## config.mk

```make
export PLATFORM = sky130hd
export DESIGN_NAME = cdb_broadcast
export DESIGN_NICKNAME = d
export VERILOG_FILES = /design/src/rtl/cdb_broadcast.sv
export SDC_FILE = /design/constraint.sdc
export NUM_CORES = 1
export LEC_CHECK = 0
export CAP_MARGIN = 20
export CORE_MARGIN = 5
export CORE_UTILIZATION = 48
export CTS_CLUSTER_DIAMETER = 200
export CTS_CLUSTER_SIZE = 25
export DETAILED_ROUTE_END_ITERATION = 16
export GPL_TIMING_DRIVEN = 1
export PLACE_DENSITY_LB_ADDON = 0.2
export SLEW_MARGIN = 20
export SYNTH_ARGS = -nofsm -noshare
export SYNTH_HDL_FRONTEND = slang
export SYNTH_SLANG_ARGS = --single-unit
export TNS_END_PERCENT = 10
```

## constraint.sdc

```tcl
create_clock -name clk -period 4.9 [get_ports clk]
set_clock_uncertainty 0.1 [all_clocks]
set_input_delay 0.735 -clock clk [delete_from_list [all_inputs] [get_ports clk]]
set_output_delay 0.735 -clock clk [all_outputs]
set_load 0.01 [all_outputs]
```

## src/rtl/cdb_broadcast.sv

```systemverilog
// Common Data Bus transmitter: one-entry result buffer per functional unit,
// round-robin arbitration and a registered (tag, value) broadcast.
module cdb_broadcast #(
    parameter int N_SRC  = 4,
    parameter int TAG_W  = 4,
    parameter int DATA_W = 32,
    parameter int SRC_W  = $clog2(N_SRC)
) (
    input  logic                    clk,
    input  logic                    rst,
    input  logic                    flush,
    input  logic [N_SRC-1:0]        src_valid,
    input  logic [N_SRC*TAG_W-1:0]  src_tag,
    input  logic [N_SRC*DATA_W-1:0] src_data,
    output logic [N_SRC-1:0]        src_ready,
    output logic                    cdb_valid,
    output logic [TAG_W-1:0]        cdb_tag,
    output logic [DATA_W-1:0]       cdb_data,
    output logic [SRC_W-1:0]        cdb_src,
    output logic [N_SRC-1:0]        pending
);

    logic [N_SRC-1:0]  full;
    logic [TAG_W-1:0]  tag_q  [N_SRC];
    logic [DATA_W-1:0] data_q [N_SRC];
    logic [SRC_W-1:0]  rr_ptr;

    logic [N_SRC-1:0]  grant;
    logic [SRC_W-1:0]  grant_idx;
    logic              grant_any;
    logic [N_SRC-1:0]  load;

    function automatic logic [SRC_W-1:0] wrap_idx(input int base, input int offs);
        int s;
        s = base + offs;
        if (s >= N_SRC) begin
            s = s - N_SRC;
        end
        return SRC_W'(s);
    endfunction

    // Scan from rr_ptr upward, wrapping; the first full buffer wins.
    always_comb begin
        grant     = '0;
        grant_idx = '0;
        grant_any = 1'b0;
        for (int k = 0; k < N_SRC; k++) begin
            if (!grant_any && full[wrap_idx(int'(rr_ptr), k)]) begin
                grant_any = 1'b1;
                grant_idx = wrap_idx(int'(rr_ptr), k);
            end
        end
        if (grant_any) begin
            grant[grant_idx] = 1'b1;
        end
    end

    // A tag-0 result completes the handshake but is never buffered.
    always_comb begin
        src_ready = ~full | grant;
        load      = '0;
        for (int i = 0; i < N_SRC; i++) begin
            load[i] = src_valid[i] & src_ready[i] & (src_tag[i*TAG_W +: TAG_W] != '0);
        end
    end

    always_ff @(posedge clk) begin
        if (rst) begin
            full      <= '0;
            rr_ptr    <= '0;
            cdb_valid <= 1'b0;
            cdb_tag   <= '0;
            cdb_data  <= '0;
            cdb_src   <= '0;
            for (int i = 0; i < N_SRC; i++) begin
                tag_q[i]  <= '0;
                data_q[i] <= '0;
            end
        end else if (flush) begin
            full      <= '0;
            cdb_valid <= 1'b0;
            cdb_tag   <= '0;
            cdb_data  <= '0;
        end else begin
            for (int i = 0; i < N_SRC; i++) begin
                if (load[i]) begin
                    full[i]   <= 1'b1;
                    tag_q[i]  <= src_tag[i*TAG_W +: TAG_W];
                    data_q[i] <= src_data[i*DATA_W +: DATA_W];
                end else if (grant[i]) begin
                    full[i] <= 1'b0;
                end
            end
            // An idle bus carries tag 0 so no receiver matches a stale tag.
            if (grant_any) begin
                cdb_valid <= 1'b1;
                cdb_tag   <= tag_q[grant_idx];
                cdb_data  <= data_q[grant_idx];
                cdb_src   <= grant_idx;
                rr_ptr    <= wrap_idx(int'(grant_idx), 1);
            end else begin
                cdb_valid <= 1'b0;
                cdb_tag   <= '0;
                cdb_data  <= '0;
            end
        end
    end

    assign pending = full;

endmodule

```

## Word-level counts from Yosys, hierarchy flattened

Memories as Yosys holds them, arrays and structs flattened. A register that Yosys moved wholly into a read port is not among the register bits.
Cells that the tools add are included.

| operators by class | value |
|---|---|
| add/subtract/negate cells | 9 |
| order comparisons | 11 |
| mux-type cells | 59 |
| bitwise operators | 20 |
| reduce and logical (&&, ||, !) cells | 18 |

Operators with widths:

| kind | count |
|---|---|
| 32-bit 2-to-1 mux | 4 |
| 1-bit 2-to-1 mux | 36 |
| 4-bit 2-to-1 mux | 5 |
| 2-bit 2-to-1 mux | 9 |
| 4-bit nonzero test | 4 |
| 2-bit by 3-bit less-than comparator with 1-bit output (second input constant) | 5 |
| 3-bit >= comparator (second input constant) | 4 |
| 2-bit by 1-bit subtractor with 2-bit output (second input constant) | 5 |
| 1-bit AND | 8 |
| 1-bit binary-select mux with 2-bit select | 4 |
| 1-bit OR | 8 |
| 2-bit nonzero test | 4 |
| 2-bit by 1-bit adder with 3-bit output (second input constant) | 2 |
| 2-bit by 2-bit adder with 3-bit output (second input constant) | 2 |
| 1-bit logical AND | 4 |
| 4-bit NOT | 1 |
| 4-bit OR | 1 |
| 2-bit by 3-bit >= comparator with 1-bit output (second input constant) | 1 |
| 1-bit zero test | 3 |
| 3-bit OR reduction | 1 |
| 1-bit demux with 2-bit select | 1 |
| 2-bit by 1-bit >= comparator with 1-bit output (second input constant) | 1 |
| 1-bit NOT | 2 |
| 2-bit AND reduction | 1 |
| 2-bit OR reduction | 1 |

| storage, ports and cells | value |
|---|---|
| register bits after elaboration | 9 |
| bits in writable memories | 144 |
| output and inout port bits | 47 |
| logic and storage cells | 126 |
| memories kept | 2 |

Memories:

| name | depth | bits a word | read ports | clocked after memory_dff | write ports | RTL line | text |
|---|---|---|---|---|---|---|---|
| data_q | 4 | 32 | 1 | 1 | 4 | 25 | `logic [DATA_W-1:0] data_q [N_SRC];` |
| tag_q | 4 | 4 | 1 | 1 | 4 | 24 | `logic [TAG_W-1:0] tag_q [N_SRC];` |

## Logic depth before layout (Yosys ltp)

| depth | value |
|---|---|
| depth in word-level cells | 27 |
| gate-level depth with buffers | 8 |
| depth with buffers taken out | 4 |

## Worst setup path after synthesis

Ideal clock, no wire load.

| timing | value |
|---|---|
| path kind | register -> register |
| start | register full[3] (netlist: pending[3]) |
| end | memory data_q[2][0], enable pin |
| setup time | 0.479 ns |
| data arrival time | 3.721 ns |
| setup slack | 0.600 ns |
| cell stages (with the launch flop) | 7 |
| buffers on the path | 2 |
| path through | dfxtp_1 -> buf_2 -> or2_1 -> o21ai_0 -> a21oi_1 -> buf_2 -> o21ai_0 |

RTL lines:

| what | RTL line | text |
|---|---|---|
| start: declaration | 23 | `logic [N_SRC-1:0] full;` |
| start signal: assignment | 69 | `full <= '0;` |
| start signal: assignment | 80 | `full <= '0;` |
| start signal: indexed assignment | 87 | `full[i] <= 1'b1;` |
| end: declaration | 25 |  |

## Worst setup path after layout

| timing | value |
|---|---|
| start | register full[1] (netlist: pending[1]) |
| end | output src_ready[0] |

| between the ends | value |
|---|---|
| word-level cells in the longest chain between the ends | 18 |
| elaborated cells on any way between the ends | 29 |

Ends and longest elaborated chain:

| what | RTL line | text |
|---|---|---|
| 1-bit binary-select mux with 2-bit select | 48 | `if (!grant_any && full[wrap_idx(int'(rr_ptr), k)]) begin` |
| 1-bit 2-to-1 mux (not written as such) | 48 |  |
| 1-bit 2-to-1 mux | 48 |  |
| 1-bit zero test | 48 |  |
| 1-bit logical AND | 48 |  |
| 1-bit 2-to-1 mux | 48 |  |
| 1-bit zero test | 48 |  |
| 1-bit logical AND | 48 |  |
| [2 not listed] | n/a |  |
| 1-bit logical AND | 48 |  |
| 2-bit 2-to-1 mux | 48 |  |
| 2-bit by 3-bit less-than comparator with 1-bit output (not written as such) or 2-bit by 1-bit >= comparator with 1-bit output (tied branches) | 54 | `grant[grant_idx] = 1'b1;` |
| 1-bit logical AND (not written as such) | 54 |  |
| 1-bit 2-to-1 mux (not written as such) | 54 |  |
| 1-bit demux with 2-bit select | 54 |  |
| 4-bit 2-to-1 mux (*) | 53 | `if (grant_any) begin` |
| 4-bit OR (*) | 60 | `src_ready = ~full \| grant;` |
| end: declaration | 15 | `output logic [N_SRC-1:0] src_ready,` |

Every way passes the cells marked *; elsewhere a longest branch is shown, timed or not. The select of a mux whose other input is x is not followed.

==> qor.yml <==
timing:
  fin_crit_sh_pct: 78.1
  finalHoldViolCount: 0
  worst_pin_slew_ps: 1130
  final.min_clock_period_ps: 3830
  setup_viol: 0
  tns_ps: 0
  rsz0062_at_grt: "false"
  relSlewSlack_pct: 24.7
  layout_setup_ws_ps: 1070
  slew_violations: 0
  fmax_ghz: 0.261
route:
  drt_iter0_drc: 735
  viasPerCell: 5.96
  drtPass1Iterations: 5
  wl_per_cell_um: 21.5
  vias: 7137
  wl_um: 25800
  drc: 0
  ant_nets: 0
global_routing:
  met3_usage_pct: 6.06
  grt.total_usage_pct: 24.7
  grtUsageMet2_pct: 40.4
  grt_max_degree: 92
  antenna_found_initial: 1
  grt_pass1_wl_um: 38500
  grt.busiest_layer: "met2"
  grt_pass1_vias: 6892
  grt-ovfl-total: 0
  met1_usage_pct: 32.5
synthesis:
  syn-num-nets: 962
  synth_seq_cells: 189
  synth.yosys.seq_area_share_pct: 61.3
  yosys_warnings: 0
  syn_inst: 811
  synth.area.top_cells: "edfxtp_1 (51%), nand3_1 (11%), dfxtp_1 (11%), nor2_1 (5.0%), o211ai_1 (3.3%)"
  synth-compound-area-share_pct: 6.29
  synth_common_cells: "nand3_1 (183), edfxtp_1 (144), nor2_1 (114)"
  synth_top_area_share_pct: 50.7
  synth_xor_area_share_pct: 0
  yosys.area_share.simple_pct: 27.7
  syn_avg_cell_area_um2: 10.5
  ys.flop_type: "edfxtp_1"
  synth_edf_count: 144
  yosys.area.top_type: "edfxtp_1"
  synthAdderAreaFrac_pct: 0
  synth_most_common_cell: "nand3_1"
  ys_types: 45
  synth_area_mm2: 0.00853
  synth_top_family_by_area: "simple AND/OR/NAND/NOR gates"
  synthMuxAreaShare_pct: 0
  async_flop_share_pct: 0
floorplan:
  die-area_mm2: 0.0205
  start_util_pct: 49.1
  io-pin-count: 198
  core_mm2: 0.0174
  fp.dieW_um: 143
  fp-row-count: 48
  fp.dieH_um: 143
setup_path:
  cp.required_ps: 4070
  reg2reg_slack_ps: 1790
  rr_worst_depth: 4
  crit_path_end_kind: "output pin"
  timing.rr.start: "rr_ptr[1]"
  arrival_ps: 2990
  reg2reg_to: "data_q[0][14]"
  critical_path.max_fanout: 39
  crit_end: "src_ready[0]"
  startpoint_type: "register"
  crit_start: "pending[1]"
  criticalPathCategory: "reg2out"
place:
  hpwl_um: 16500
  gp_congestion: 0.817
  portBuffers: 197
  dp_worst_setup_slack_ps: 1290
  place_area_mm2: 0.0107
min_path:
  worstHoldPathType: "reg2reg"
clocking:
  clock_path_buffers: 2
  cts_setup_buffers: 0
  cts_max_level: 4
  clock_latency_ps: 430
  cts_buffers: 17
  root_buffer: "clkbuf_16"
  cts_tree: "done"
  cts_resized: 0
  cts.clk_slew.worst_paths_ps: 70
  holdBufCountCts: 0
  cts_sinks: 189
flow_run:
  cap_violations: 0
power_and_ir_drop:
  p_sw_mw: 0.853
  power.total_mw: 3.67
  clkPwrFrac_pct: 38.4
  p_sw_share_pct: 23.3
  intPower_mw: 2.81
  combPwrFrac_pct: 10.7
  p_seq_share_pct: 50.9
  power.density_mw_per_mm2: 325
  leakage_nw: 4.08
  ir_worst_vdd_mv: 0.259
finish:
  nets: 1110
  area_growth_pct: 32.4
  design_area_mm2: 0.0113
  final_core_util_pct: 65.1
  layout-drive-gt1-share_pct: 7.30
outcome:
  status: "completed"
## placed cells by master, fill, tap and decap left out, types with 3 or more instances in the layout
| cell | instances |
|---|---|
| and2_1 | 36 |
| clkinv_4 | 3 |
| edfxtp_1 | 144 |
| a21oi_4 | 3 |
| o21a_1 | 3 |
| buf_4 | 11 |
| nand3_1 | 183 |
| clkdlybuf4s50_1 | 197 |
| inv_1 | 4 |
| o211ai_1 | 37 |
| nand2_1 | 41 |
| nor2_1 | 112 |
| o41a_2 | 3 |
| o21ai_4 | 3 |
| nor2_4 | 3 |
| a21oi_1 | 3 |
| clkbuf_16 | 18 |
| nand4_1 | 36 |
| inv_6 | 3 |
| dfxtp_1 | 44 |
| or4_1 | 36 |
| clkinv_2 | 3 |
| nand2b_1 | 7 |
| o21ai_0 | 3 |
## flip-flops by register name (all words and copies together), names as in the netlist
| register | flops |
|---|---|
| cdb_src | 2 |
| rr_ptr | 2 |
| cdb_data | 32 |
| data_q | 128 |
| cdb_tag | 4 |
| tag_q | 16 |
| cdb_valid | 1 |
| pending | 4 |
## through the flow
stage | std cells | hold slack, ps
final | 1198 | 370
after global routing | 1198 | 387
after CTS | 1196 | 372
after detailed placement | 1164 | 355
after global placement | 1163 | 351
after floorplan | 811 | 341
## power by group through the flow
stage / sequential (mW) / clock (mW) / combinational [mW]
global placement: 1.90 / 0 / 0.380
global route: 1.88 / 1.48 / 0.418
finish: 1.87 / 1.41 / 0.393
CTS: 1.87 / 1.41 / 0.389
detailed placement: 1.90 / 0 / 0.388
floorplan: 1.89 / 0 / 0.158
## area by class of cell
type | instances | area, µm²
multi-input combinational | 534 | 3030
timing repair buffer | 211 | 2130
antenna | 1 | 2.50
fill | 1373 | 6060
clock buffer | 20 | 468
tap | 225 | 282
inverter | 6 | 22.5
clock inverter | 12 | 135
sequential | 189 | 5230
## metal layers
metal	wire length [µm]	part of all wire, %	vias up
met4	690	2.7	0
met2	12700	49	411
met3	2490	9.7	48
met5	0	0	-
met1	9870	38	3396
li1	-	-	3282
## worst min path at each step
| stage | from | endpoint | slack (ps) | cells after the start |
|---|---|---|---|---|
| 2_1_floorplan | data_q[1][0] | cdb_data[0] | 340 | 2 |
| 3_3_place_gp | data_q[1][26] | cdb_data[26] | 350 | 2 |
| 3_5_place_dp | tag_q[1][0] | cdb_tag[0] | 350 | 2 |
| 4_1_cts | data_q[1][31] | cdb_data[31] | 370 | 2 |
| 5_1_grt | tag_q[1][0] | cdb_tag[0] | 390 | 2 |
| 6_report | data_q[1][0] | cdb_data[0] | 370 | 2 |
## cell families after synthesis
| kind of cell | count (synthesis) |
|---|---|
| AOI/OAI and AO/OA | 68 |
| buffers and inverters | 88 |
| DFF | 189 |
| and+or+nand+nor | 466 |
## worst max-delay path, stage by stage (launching register included)
cell and delay, ps:
dfxtp_1 640, inv_2 200, a22oi_1 230, o221a_2 870, inv_1 100, clkdlybuf4s50_1 510
No activity file was read; power rests on OpenSTA's default activity.
==> variant: new RTL, same settings <==
Set the parameter `DATA_W` to 40 (it was 32).
--- a/src/rtl/cdb_broadcast.sv
+++ b/src/rtl/cdb_broadcast.sv
@@ -4,5 +4,5 @@
     parameter int N_SRC  = 4,
     parameter int TAG_W  = 4,
-    parameter int DATA_W = 32,
+    parameter int DATA_W = 40,
     parameter int SRC_W  = $clog2(N_SRC)
 ) (
Ports: changed (resized cdb_data and src_data); port bits go from 198 to 238. The function was not compared with the original's and may differ.
==> variant against the original RTL <==
  * Cell area up 17%
  * Core utilization down 2.1 points
  * Routed wire length up 19%
  * Non-clock buffer count up 47
  * Critical path type unchanged
  * Combinational power up 19%
  * Power up 5.4%
  * Sequential cell count up 40
  * Maximum frequency up 0.43%
  * Synthesized area up 20%
  * Highest routed layer unchanged
  * Worst setup slack better by 0.016 ns
==> variant: results (changes against the original RTL) <==
[outcome]
status=completed

[cts]
clock_latency_ns=0.48  ; +0.05 ns
clk_path_buf_depth=3  ; +1
clk_pin_slew_ns=0.11  ; +0.04 ns
htree_levels=1  ; -3
cts_made_buffers=13  ; -4

[grt]
grt_pass1_vias=8251  ; +20%
antenna_found_initial=1  ; unchanged
grt_max_degree=66  ; -28%
grtUsageTotal_pct=24.5  ; -0.30 points
grt_pass1_wl_um=46500  ; +21%

[worst_setup_path]
cp_max_fo=22  ; -44%
cpPeakStageDelay_ns=0.68  ; -0.19 ns
slowest_stage=a21oi_4
arrival_ns=2.97  ; -0.02 ns

[synthesis]
synth_common_cells=nand3_1 (223), edfxtp_1 (176), nor2_1 (137)
ys_top_cells_by_area=edfxtp_1 (51%), nand3_1 (11%), dfxtp_1 (10%)
synth.distinct_cells=45  ; unchanged
synth_seq_area_share_pct=61.8  ; +0.56 points
syn-num-nets=1153  ; +20%
synth_top_flop_cell=edfxtp_1
synth-edff-count=176  ; +22%

[routing]
dr.pass1.iters=6  ; +1
wl_per_cell_um=21.4  ; -0.42%
post_drt_via_cell_ratio=5.94  ; -0.30%
drt-initial-drc-count=816  ; +11%

[timing]
timing.slew.headroom_pct=27.6  ; +2.9 points

[final_layout]
reg_top3=data_q (160), cdb_data (40), tag_q (16)
drive_gt1_share_pct=5.38  ; -1.9 points
fill_cells=1726  ; +26%
multi_input_area_mm2=0.00358  ; +18%
fin_nets=1329  ; +20%

[pwr]
ir_drop_mv=0.194  ; -25%
p_int_mw=2.95  ; +4.7%
p_leak_nw=4.75  ; +16%

[placement]
place_congestion=0.849  ; +3.9%
port_buffers=237  ; +20%
dp_hpwl_um=20200  ; +22%

## variant: final timing paths
kind                 start            end  slack, ns  cells after the start
min reg2reg  data_q[1][21]   cdb_data[21]       0.38                      2
max reg2reg     pending[0]  data_q[2][32]       1.53                      6
min          data_q[1][21]   cdb_data[21]       0.38                      2
max             pending[0]   src_ready[2]       1.09                      5
## variant: cell families after synthesis
logic type | after synthesis | synth area share, %
simple gates | 562 | 27.8
buf+inv | 103 | 4.56
flops | 229 | 61.8
compound gates | 76 | 5.85
## variant: power by group through the flow
stage | logic, mW | registers (mW) | clock network [mW]
floorplan | 0.186 | 2.30 | 0
global placement | 0.458 | 2.30 | 0
detailed placement | 0.464 | 2.30 | 0
CTS | 0.466 | 2.26 | 1.15
global route | 0.501 | 2.27 | 1.23
finish | 0.466 | 2.26 | 1.14
## variant: per-layer routing
layer | up-vias | wire length [um] | global-route usage, %
li1 | 3919 | - | -
met1 | 4056 | 12000 | 33.3
met2 | 441 | 15100 | 41.3
met3 | 66 | 2550 | 3.13
met4 | 0 | 909 | 7.27
met5 | - | 0 | 0
## variant: cell type report
class	instances	share of cell area, %
Inverter	6	0.170
Tap cell	275	2.60
Timing Repair Buffer	258	19.4
Clock inverter	1	0.227
Sequential cell	229	47.9
Antenna cell	1	0.0189
Clock buffer	20	2.66
Multi-Input combinational cell	638	27.0
## variant: worst max-delay path, delay by kind of cell, from the launching register on
kind            cells  cell delay, ns
compound gates      2            0.91
buf+inv             2            0.58
flops               1            0.54
simple gates        1            0.45
## variant: per-stage QoR
stage	cells	util, %	setup slack, ns	instance area [um^2]
after floorplan	970	-	0.0104	10300
after global placement	1405	61.0	1.30	12800
after detailed placement	1406	61.2	1.50	12900
after CTS	1427	63.0	1.12	13200
after global routing	1428	63.0	0.939	13200
final	1428	63.0	1.09	13200
